--- src/rtl/conv_pkg.sv ---
// Shared constants and FSM state type for the 3x3 convolution sequencer.
package conv_pkg;
  localparam int N_TAPS = 9;
  localparam int ACC_W  = 20;
  localparam int BYTE_W = 8;
  localparam int SHIFT  = 4;
  localparam int IDX_W  = 4;

  localparam logic [BYTE_W-1:0] SAT_MAX  = 8'd255;
  localparam logic [IDX_W-1:0]  LAST_IDX = IDX_W'(N_TAPS - 1);

  typedef enum logic [2:0] {
    IDLE,
    LOAD_W,
    LOAD_P,
    MAC,
    POST,
    OUT
  } state_e;
endpackage

--- src/rtl/conv_mac_step.sv ---
// One multiply-accumulate step: signed weight times unsigned pixel, added to the running sum.
module conv_mac_step
  import conv_pkg::*;
(
  input  logic signed [ACC_W-1:0]  acc_i,
  input  logic        [BYTE_W-1:0] w_i,
  input  logic        [BYTE_W-1:0] p_i,
  output logic signed [ACC_W-1:0]  acc_o
);
  logic signed [BYTE_W:0]   p_ext;
  logic signed [2*BYTE_W:0] prod;

  // A zero-extended pixel keeps the whole product signed, so 255 is never read as -1.
  assign p_ext = {1'b0, p_i};
  assign prod  = $signed(w_i) * p_ext;
  assign acc_o = acc_i + {{(ACC_W-2*BYTE_W-1){prod[2*BYTE_W]}}, prod};
endmodule

--- src/rtl/conv3x3_seq_ctrl.sv ---
// Byte-stream sequencer for a 3x3 convolution: loads weights and pixels, runs 9 MAC
// cycles on one shared multiplier, then applies ReLU, shift and saturation.
module conv3x3_seq_ctrl
  import conv_pkg::*;
(
  input  logic              clk,
  input  logic              rst,
  input  logic              in_valid,
  output logic              in_ready,
  input  logic [BYTE_W-1:0] in_data,
  input  logic              in_kind,
  output logic              out_valid,
  input  logic              out_ready,
  output logic [BYTE_W-1:0] out_data,
  output logic              sat,
  output logic              weights_ok,
  output logic              err,
  output logic              busy
);
  state_e                   state_q;
  logic [IDX_W-1:0]         idx_q;
  logic signed [ACC_W-1:0]  acc_q;
  logic signed [ACC_W-1:0]  acc_d;
  logic [BYTE_W-1:0]        w_q [N_TAPS];
  logic [BYTE_W-1:0]        p_q [N_TAPS];
  logic                     in_ready_q, out_valid_q, sat_q, weights_ok_q, err_q, busy_q;
  logic [BYTE_W-1:0]        out_data_q;

  logic [ACC_W-1:0]         shifted_d;
  logic                     sat_d;
  logic [BYTE_W-1:0]        clip_d;
  logic                     in_xfer;

  assign in_xfer = in_valid & in_ready_q;

  conv_mac_step u_mac (
    .acc_i (acc_q),
    .w_i   (w_q[idx_q]),
    .p_i   (p_q[idx_q]),
    .acc_o (acc_d)
  );

  // NOTE: every output of this block is assigned on every path, so no latch can be inferred.
  always_comb begin
    shifted_d = acc_q[ACC_W-1] ? '0 : acc_q >>> SHIFT;
    sat_d     = shifted_d > {{(ACC_W-BYTE_W){1'b0}}, SAT_MAX};
    clip_d    = sat_d ? SAT_MAX : shifted_d[BYTE_W-1:0];
  end

  // NOTE: non-blocking assignments only, so every register samples pre-edge values.
  always_ff @(posedge clk) begin
    if (rst) begin
      state_q      <= IDLE;
      idx_q        <= '0;
      acc_q        <= '0;
      in_ready_q   <= 1'b1;
      out_valid_q  <= 1'b0;
      out_data_q   <= '0;
      sat_q        <= 1'b0;
      weights_ok_q <= 1'b0;
      err_q        <= 1'b0;
      busy_q       <= 1'b0;
      // NOTE: the tap files are cleared too; a reset mid-MAC must leave no stale operands.
      for (int i = 0; i < N_TAPS; i++) begin
        w_q[i] <= '0;
        p_q[i] <= '0;
      end
    end else begin
      case (state_q)
        IDLE: if (in_xfer) begin
          if (in_kind) begin
            w_q[0]  <= in_data;
            state_q <= LOAD_W;
          end else begin
            p_q[0]  <= in_data;
            state_q <= LOAD_P;
          end
          idx_q  <= IDX_W'(1);
          busy_q <= 1'b1;
        end
        LOAD_W: if (in_xfer) begin
          w_q[idx_q] <= in_data;
          if (idx_q == LAST_IDX) begin
            weights_ok_q <= 1'b1;
            idx_q        <= '0;
            busy_q       <= 1'b0;
            state_q      <= IDLE;
          end else begin
            idx_q <= idx_q + IDX_W'(1);
          end
        end
        LOAD_P: if (in_xfer) begin
          p_q[idx_q] <= in_data;
          if (idx_q == LAST_IDX) begin
            idx_q <= '0;
            if (weights_ok_q) begin
              acc_q      <= '0;
              in_ready_q <= 1'b0;
              state_q    <= MAC;
            end else begin
              err_q   <= 1'b1;
              busy_q  <= 1'b0;
              state_q <= IDLE;
            end
          end else begin
            idx_q <= idx_q + IDX_W'(1);
          end
        end
        MAC: begin
          acc_q <= acc_d;
          if (idx_q == LAST_IDX) begin
            idx_q   <= '0;
            state_q <= POST;
          end else begin
            idx_q <= idx_q + IDX_W'(1);
          end
        end
        POST: begin
          out_data_q  <= clip_d;
          sat_q       <= sat_d;
          out_valid_q <= 1'b1;
          state_q     <= OUT;
        end
        OUT: if (out_ready) begin
          out_valid_q <= 1'b0;
          in_ready_q  <= 1'b1;
          busy_q      <= 1'b0;
          state_q     <= IDLE;
        end
        default: state_q <= IDLE;
      endcase
    end
  end

  assign in_ready   = in_ready_q;
  assign out_valid  = out_valid_q;
  assign out_data   = out_data_q;
  assign sat        = sat_q;
  assign weights_ok = weights_ok_q;
  assign err        = err_q;
  assign busy       = busy_q;
endmodule
--- config.mk ---
export PLATFORM = sky130hd
export DESIGN_NAME = conv3x3_seq_ctrl
export DESIGN_NICKNAME = d
export VERILOG_FILES = /design/src/rtl/conv_pkg.sv /design/src/rtl/conv_mac_step.sv /design/src/rtl/conv3x3_seq_ctrl.sv
export SDC_FILE = /design/constraint.sdc
export NUM_CORES = 1
export LEC_CHECK = 0
export ABC_AREA = 1
export BUFFER_PORTS_ARGS = -buffer_cell sky130_fd_sc_hd__buf_2
export CORE_AREA = 2 2 182 184
export CTS_CLUSTER_DIAMETER = 60
export CTS_CLUSTER_SIZE = 40
export DETAILED_ROUTE_END_ITERATION = 8
export DIE_AREA = 0 0 184 186
export GPL_ROUTABILITY_DRIVEN = 0
export PLACE_DENSITY_LB_ADDON = 0.12
export SLEW_MARGIN = 20
export SYNTH_ARGS = -nofsm -noshare
export SYNTH_HDL_FRONTEND = slang
export SYNTH_SLANG_ARGS = --single-unit
export TNS_END_PERCENT = 100
--- constraint.sdc ---
create_clock -name clk -period 10 [get_ports clk]
set_clock_uncertainty 0.2 [all_clocks]
set_input_delay 2 -clock clk [delete_from_list [all_inputs] [get_ports clk]]
set_output_delay 2 -clock clk [all_outputs]
set_load 0.01 [all_outputs]
-- Word level (Yosys, flattened, before mapping)
Memory sizes are Yosys's and may differ from the RTL's. A register that Yosys moved wholly into a read port is not among the register bits.
Index checks and enable logic that the tools add are counted.
- register bits after elaboration: 41
- RAM bits: 144
- word-level logic and storage cells: 118
- input port bits: 13
- memories kept: 2
- output and inout bits: 14
- memory list (name ; words ; bits a word ; read ports ; clocked after Yosys merged registers in ; write ports ; RTL line ; RTL):
    p_q ; 9 ; 8 ; 1 ; 1 ; 9 ; conv3x3_seq_ctrl.sv:25 ; logic [BYTE_W-1:0] p_q [N_TAPS];
    w_q ; 9 ; 8 ; 1 ; 1 ; 9 ; conv3x3_seq_ctrl.sv:24 ; logic [BYTE_W-1:0] w_q [N_TAPS];
- equal/unequal tests: 16
- reduce and logical (&&, ||, !) cells: 17
- $lt $le $gt $ge: 1
- bitwise logic cells: 4
- add/subtract/negate cells: 2
- muxes and demuxes: 65
- multipliers: 1
- operators with widths (operator ; number):
    $mux 20 ; 3
    $mux 8 ; 5
    $pmux 20 s2 ; 1
    $mux 4 ; 9
    $mux 1 ; 32
    $mux 3 ; 7
    $add 20x20->20 ; 1
    $ne 2x2->1 const B ; 9
    $pmux 3 s6 ; 1
    $mul 8x9->17 ; 1
    $reduce_or 8->1 ; 2
    $gt 15x8->1 const B ; 1
    $mux 15 ; 1
    $pmux 4 s3 ; 1
    $reduce_and 4->1 ; 2
    $reduce_and 8->1 ; 1
    $reduce_and 7->1 ; 1
    $eq 3x2->1 const B ; 2
    $eq 3x3->1 const B ; 2
    $reduce_and 3->1 ; 2
    $reduce_bool 2->1 ; 3
    $reduce_and 5->1 ; 1
    $add 4x1->4 const B ; 1
    $eq 4x4->1 const B ; 1
    other kinds (13) ; 16

-- Depth between registers and ports, before layout
- depth after elaboration: 7
- gate-level depth with buffers: 38
- mapped depth without buffers: 36

-- By module
A second synthesis with hierarchy kept.
- cells, all modules: 1836
- area, all modules: 16819.9 um^2
- by module, submodules not included (module ; cells an instance ; area each (um^2) ; instances ; sequential area each (um^2)):
    conv3x3_seq_ctrl ; 1311 ; 13329.0 ; 1 ; 8588.2
    conv_mac_step ; 525 ; 3490.8 ; 1 ; 0.0

-- Worst setup path after synthesis
OpenSTA, ideal clock, no wires.
- path kind: reg-to-reg
- start: register with a tool-made name
- end: register acc_q[18]
- data required time: 9730 ps
- library setup time: 70 ps
- path buffers: 3
- setup slack: 3599 ps
- clock period less this slack: 6401 ps
- data arrival time: 6130 ps
- stages on the path, launching flop included: 32
- cell sequence: dfxtp_1 buf_4 buf_4 buf_4 o21ai_0 o211ai_1 o211ai_1 nand2_1 inv_1 nor2_1 fa_1 fa_1 fa_1 inv_1 fa_1 inv_1 ha_1 a21oi_1 a21boi_0 o21ai_0 a31oi_1 xor2_1 inv_1 ha_1 a21oi_1 a21boi_0 nor2_1 nor3_1 nand2_1 nand2_1 nand3_1 a21oi_1
- RTL lines (element ; RTL line ; RTL):
    end signal: assignment ; conv3x3_seq_ctrl.sv:55 ; acc_q <= '0;
    end signal: assignment ; conv3x3_seq_ctrl.sv:97 ; acc_q <= '0;
    end signal: assignment ; conv3x3_seq_ctrl.sv:110 ; acc_q <= acc_d;
    end: declaration ; conv3x3_seq_ctrl.sv:22 ; logic signed [ACC_W-1:0] acc_q;

==> key figures <==
Outcome
  • Run status: finished clean

Hold path
  • Worst hold path startpoint: sat$_SDFFE_PP0P_
  • Depth of the worst hold-timing path: 2
  • Type of the worst min-delay path: flip-flop to flip-flop
  • Hold Crit Endpoint: sat$_SDFFE_PP0P_

Floorplanning
  • # IOs: 27
  • Die Footprint: 34200 µm²
  • Core Area: 32200 µm²
  • DIE WIDTH: 184 µm
  • Starting utilization of the core area: 50.7%
  • Row count: 66
  • Die H: 186 µm

Logic synthesis
  • Synth Area per Inst: 9.80 µm²
  • Synth cell types: 44
  • Portion of the post-synthesis area used by sequential elements: 52.6%
  • Share of async-settable or async-resettable flops after synthesis: 0%
  • Predominant post-synthesis flop cell: sky130_fd_sc_hd__edfxtp_1
  • Post-Syn Instances: 1664
  • Post-Syn Area: 16300 µm²
  • Synth Warn #: 0
  • Syn_nets: 1780
  • Number of flops mapped to enable cells by yosys: 256
  • Number of register bits inferred by synthesis: 301

Clocking
  • H-Tree Depth: 1
  • Worst skew pair latency: 560 ps
  • CTS max path bufs: 3
  • Sinks on Clock Net: 301
  • Cts bufs inserted: 25
  • Count of cells resized by post-cts repair: 0
  • CTS root buffer: sky130_fd_sc_hd__clkbuf_16
  • CTS tree: yes
  • Worst-path clk slew: 70 ps
  • Total setup buffers inserted after CTS: 0
  • Hold Buf Count CTS: 0

Cells and area
  • Antenna diodes: 0
  • Share of cells above drive strength 1: 7.32%
  • Final standard cell count with taps included and fillers excluded: 2089
  • Footprint of the flip-flops and latches: 8590 µm²
  • Final #Nets: 1778
  • Area of the multi-input gates: 6510 µm²
  • Fill cell count: 2889
  • Growth of design area from synthesis to finish: 7.84%

Timing
  • Aggregate negative setup slack: 0 ps
  • Final worst path period share: 80.1%
  • Shortest clock period the worst path allows after layout: 8010 ps
  • Hold Violations, Final: 0
  • Final worst setup slack: 1990 ps
  • Tightest slew margin relative to the limit: 25.8%
  • Peak clock frequency supported by timing: 125 MHz
  • Setup repair after global routing missed its margin: no
  • Max Transition Viols Final: 0
  • Final-report setup violation count: 0
  • Worst-Margin Slew: 1110 ps

Setup path
  • R2r setup slk: 1990 ps
  • Destination of the worst register-to-register timing path: acc_q[18]$_SDFFE_PP0P_
  • Bufs and invs on worst path: 5
  • Number of cell instances on the worst register-to-register path: 29
  • Crit path launch type: flip-flop
  • Critical path endpoint category: flip-flop
  • Gate family responsible for the most delay along the worst path: adder cells
  • Worst Setup Path Type: flip-flop to flip-flop
  • Critical path required time: 10200 ps
  • Master of the slowest instance on the critical path: sky130_fd_sc_hd__dfxtp_4
  • Maximum fanout along the worst path: 101
  • Delay contributed by the slowest stage of the critical path: 850 ps
  • CP Data Arrival Time: 8210 ps

GRT
  • Aggregate global routing overflow: 0
  • Antenna violations before repair: 0
  • Wire length of the first global-routing pass: 62400 µm
  • Vias in the first global route: 10900
  • Pin count of the biggest net entering global routing: 102
  • GRT Resource Usage Total: 23.6%

Placed design
  • Worst setup slack after placement: 2150 ps
  • Final HPWL from detailed placement: 26900 µm
  • Cell Count Post-Placement: 2043
  • I/O Buffers: 26

Run
  • Max-cap check violation count: 0

Pwr
  • P per Cell Area: 253 nW/µm²
  • Leakage power of the design: 7.43 nW
  • Peak VDD IR: 199 µV

Detailed routing
  • Post-detailed-route count of antenna-violating nets: 0
  • Number of search-and-repair iterations in the first detailed-routing pass: 5
  • Total DRC errors in the routed layout: 0
  • Detailed router's first-iteration violation count: 1009
  • Wire length after detailed routing: 39400 µm
  • Routed vias: 11500
  • Detail-routed via count per cell: 5.52
  • Average wire per standard cell: 18.8 µm
[worst max-delay path by stage]
stage,cells past startpoint,to,from
3_5_place_dp,32,acc_q[18]$_SDFFE_PP0P_,flip-flop
4_1_cts,32,acc_q[18]$_SDFFE_PP0P_,flip-flop
2_1_floorplan,31,acc_q[18]$_SDFFE_PP0P_,flip-flop
5_1_grt,29,acc_q[18]$_SDFFE_PP0P_,flip-flop
3_3_place_gp,32,acc_q[18]$_SDFFE_PP0P_,flip-flop
6_report,29,acc_q[18]$_SDFFE_PP0P_,flip-flop
[synthesized netlist by cell type (3+ instances only)]
| cell type | instances | share of area (%) |
|---|---|---|
| sky130_fd_sc_hd__buf_2 | 11 | 0.34 |
| sky130_fd_sc_hd__nand3b_1 | 7 | 0.32 |
| sky130_fd_sc_hd__a31oi_1 | 4 | 0.15 |
| sky130_fd_sc_hd__nand2_2 | 11 | 0.42 |
| sky130_fd_sc_hd__inv_2 | 6 | 0.14 |
| sky130_fd_sc_hd__a21boi_0 | 8 | 0.37 |
| sky130_fd_sc_hd__nand2_4 | 4 | 0.28 |
| sky130_fd_sc_hd__nand3_1 | 53 | 1.6 |
| sky130_fd_sc_hd__o21ai_1 | 4 | 0.12 |
| sky130_fd_sc_hd__buf_1 | 5 | 0.12 |
| sky130_fd_sc_hd__fa_1 | 38 | 4.7 |
| sky130_fd_sc_hd__nor2_1 | 203 | 4.7 |
| sky130_fd_sc_hd__a21oi_1 | 127 | 3.9 |
| sky130_fd_sc_hd__buf_4 | 4 | 0.18 |
| sky130_fd_sc_hd__inv_1 | 233 | 5.4 |
| sky130_fd_sc_hd__edfxtp_1 | 256 | 47 |
| sky130_fd_sc_hd__nand2_1 | 225 | 5.2 |
| sky130_fd_sc_hd__nor3_2 | 3 | 0.18 |
| sky130_fd_sc_hd__ha_1 | 65 | 5.0 |
| sky130_fd_sc_hd__or2_2 | 3 | 0.12 |
| sky130_fd_sc_hd__xor2_1 | 10 | 0.54 |
| sky130_fd_sc_hd__clkbuf_1 | 41 | 0.94 |
| sky130_fd_sc_hd__a21o_1 | 4 | 0.18 |
| sky130_fd_sc_hd__mux2i_1 | 64 | 3.9 |
| sky130_fd_sc_hd__nor2_2 | 11 | 0.42 |
| sky130_fd_sc_hd__o21ai_0 | 111 | 3.4 |
| sky130_fd_sc_hd__buf_6 | 3 | 0.21 |
| sky130_fd_sc_hd__o211ai_1 | 65 | 3.0 |
| sky130_fd_sc_hd__nor3_1 | 10 | 0.31 |
| sky130_fd_sc_hd__clkinv_1 | 8 | 0.18 |
| sky130_fd_sc_hd__dfxtp_1 | 45 | 5.5 |
| sky130_fd_sc_hd__nor4_1 | 3 | 0.12 |
| sky130_fd_sc_hd__xnor2_1 | 4 | 0.21 |
| sky130_fd_sc_hd__nand4_1 | 5 | 0.19 |
[tightest hold or removal path, delay by kind of cell (launching register included)]
kind	cells	cell delay (ps)
and+or+nand+nor	1	60
AOI/OAI and AO/OA	1	50
DFF	1	310
[layout by cell type, fill, tap and decap left out, types with 53 or more instances in the layout]
cell type                    n
sky130_fd_sc_hd__a21oi_1   127
sky130_fd_sc_hd__edfxtp_1  256
sky130_fd_sc_hd__ha_1       65
sky130_fd_sc_hd__inv_1     234
sky130_fd_sc_hd__mux2i_1    64
sky130_fd_sc_hd__nand2_1   225
sky130_fd_sc_hd__nand3_1    53
sky130_fd_sc_hd__nor2_1    203
sky130_fd_sc_hd__o211ai_1   65
sky130_fd_sc_hd__o21ai_0   111
[sequential cells by signal (all words and copies together) (netlist names), named ones only]
name and count:
acc_q 20, busy 1, err 1, idx_q 4, in_ready 1, out_data 8, out_valid 1, p_q 128
sat 1, state_q 3, w_q 128, weights_ok 1
[power by group]
| part | leakage (nW) | internal (mW) | total (mW) | switching [mW] |
|---|---|---|---|---|
| Sequential | 2.86 | 1.40 | 1.43 | 0.0297 |
| Clock | 0.421 | 0.500 | 1.00 | 0.504 |
| Combinational | 4.15 | 0.701 | 2.03 | 1.33 |
| Total | 7.43 | 2.60 | 4.46 | 1.86 |
[per-layer routing]
| metal | vias to the layer above | share of wire (%) | wire, µm | GRT usage, % |
|---|---|---|---|---|
| li1 | 5626 | - | - | - |
| met1 | 5551 | 48 | 18800 | 36.0 |
| met2 | 315 | 44 | 17500 | 36.1 |
| met3 | 39 | 6.3 | 2460 | 2.90 |
| met4 | 0 | 1.7 | 673 | 4.93 |
| met5 | - | 0 | 0 | 0 |
[cell families (layout without fill, tap and decap cells)]
logic type | Yosys count | count (layout) | share of synthesized area (%)
adder cells (fa/ha/maj) | 103 | 103 | 9.65
buffers and inverters | 311 | 328 | 7.47
AO/OA/AOI/OAI | 330 | 330 | 11.6
AND/OR/NAND/NOR | 541 | 541 | 14.0
multiplexers | 64 | 64 | 3.93
flip-flops | 301 | 301 | 52.6
XOR/XNOR | 14 | 14 | 0.752
[per-stage QoR]
step           util (%)  cell area (µm²)  hold WS [ps]  power [mW]
3_5_place_dp       52.0            16800           252        3.46
6_report           54.6            17600           264        4.46
5_1_grt            54.6            17600           282        4.84
4_1_cts            54.6            17600           266        4.48
3_3_place_gp       52.0            16800           249        3.45
2_1_floorplan         -            16300           244        2.98
[final cells by class]
type                            instances  share of cell area (%)
Multi-Input combinational cell       1052                    37.0
Clock inverter                         18                    1.10
Clock buffer                           28                    3.68
Inverter                              247                    5.27
Timing Repair Buffer                   35                    1.19
Sequential cell                       301                    48.8
Tap cell                              408                    2.90
(Power assumes the default switching activity.)
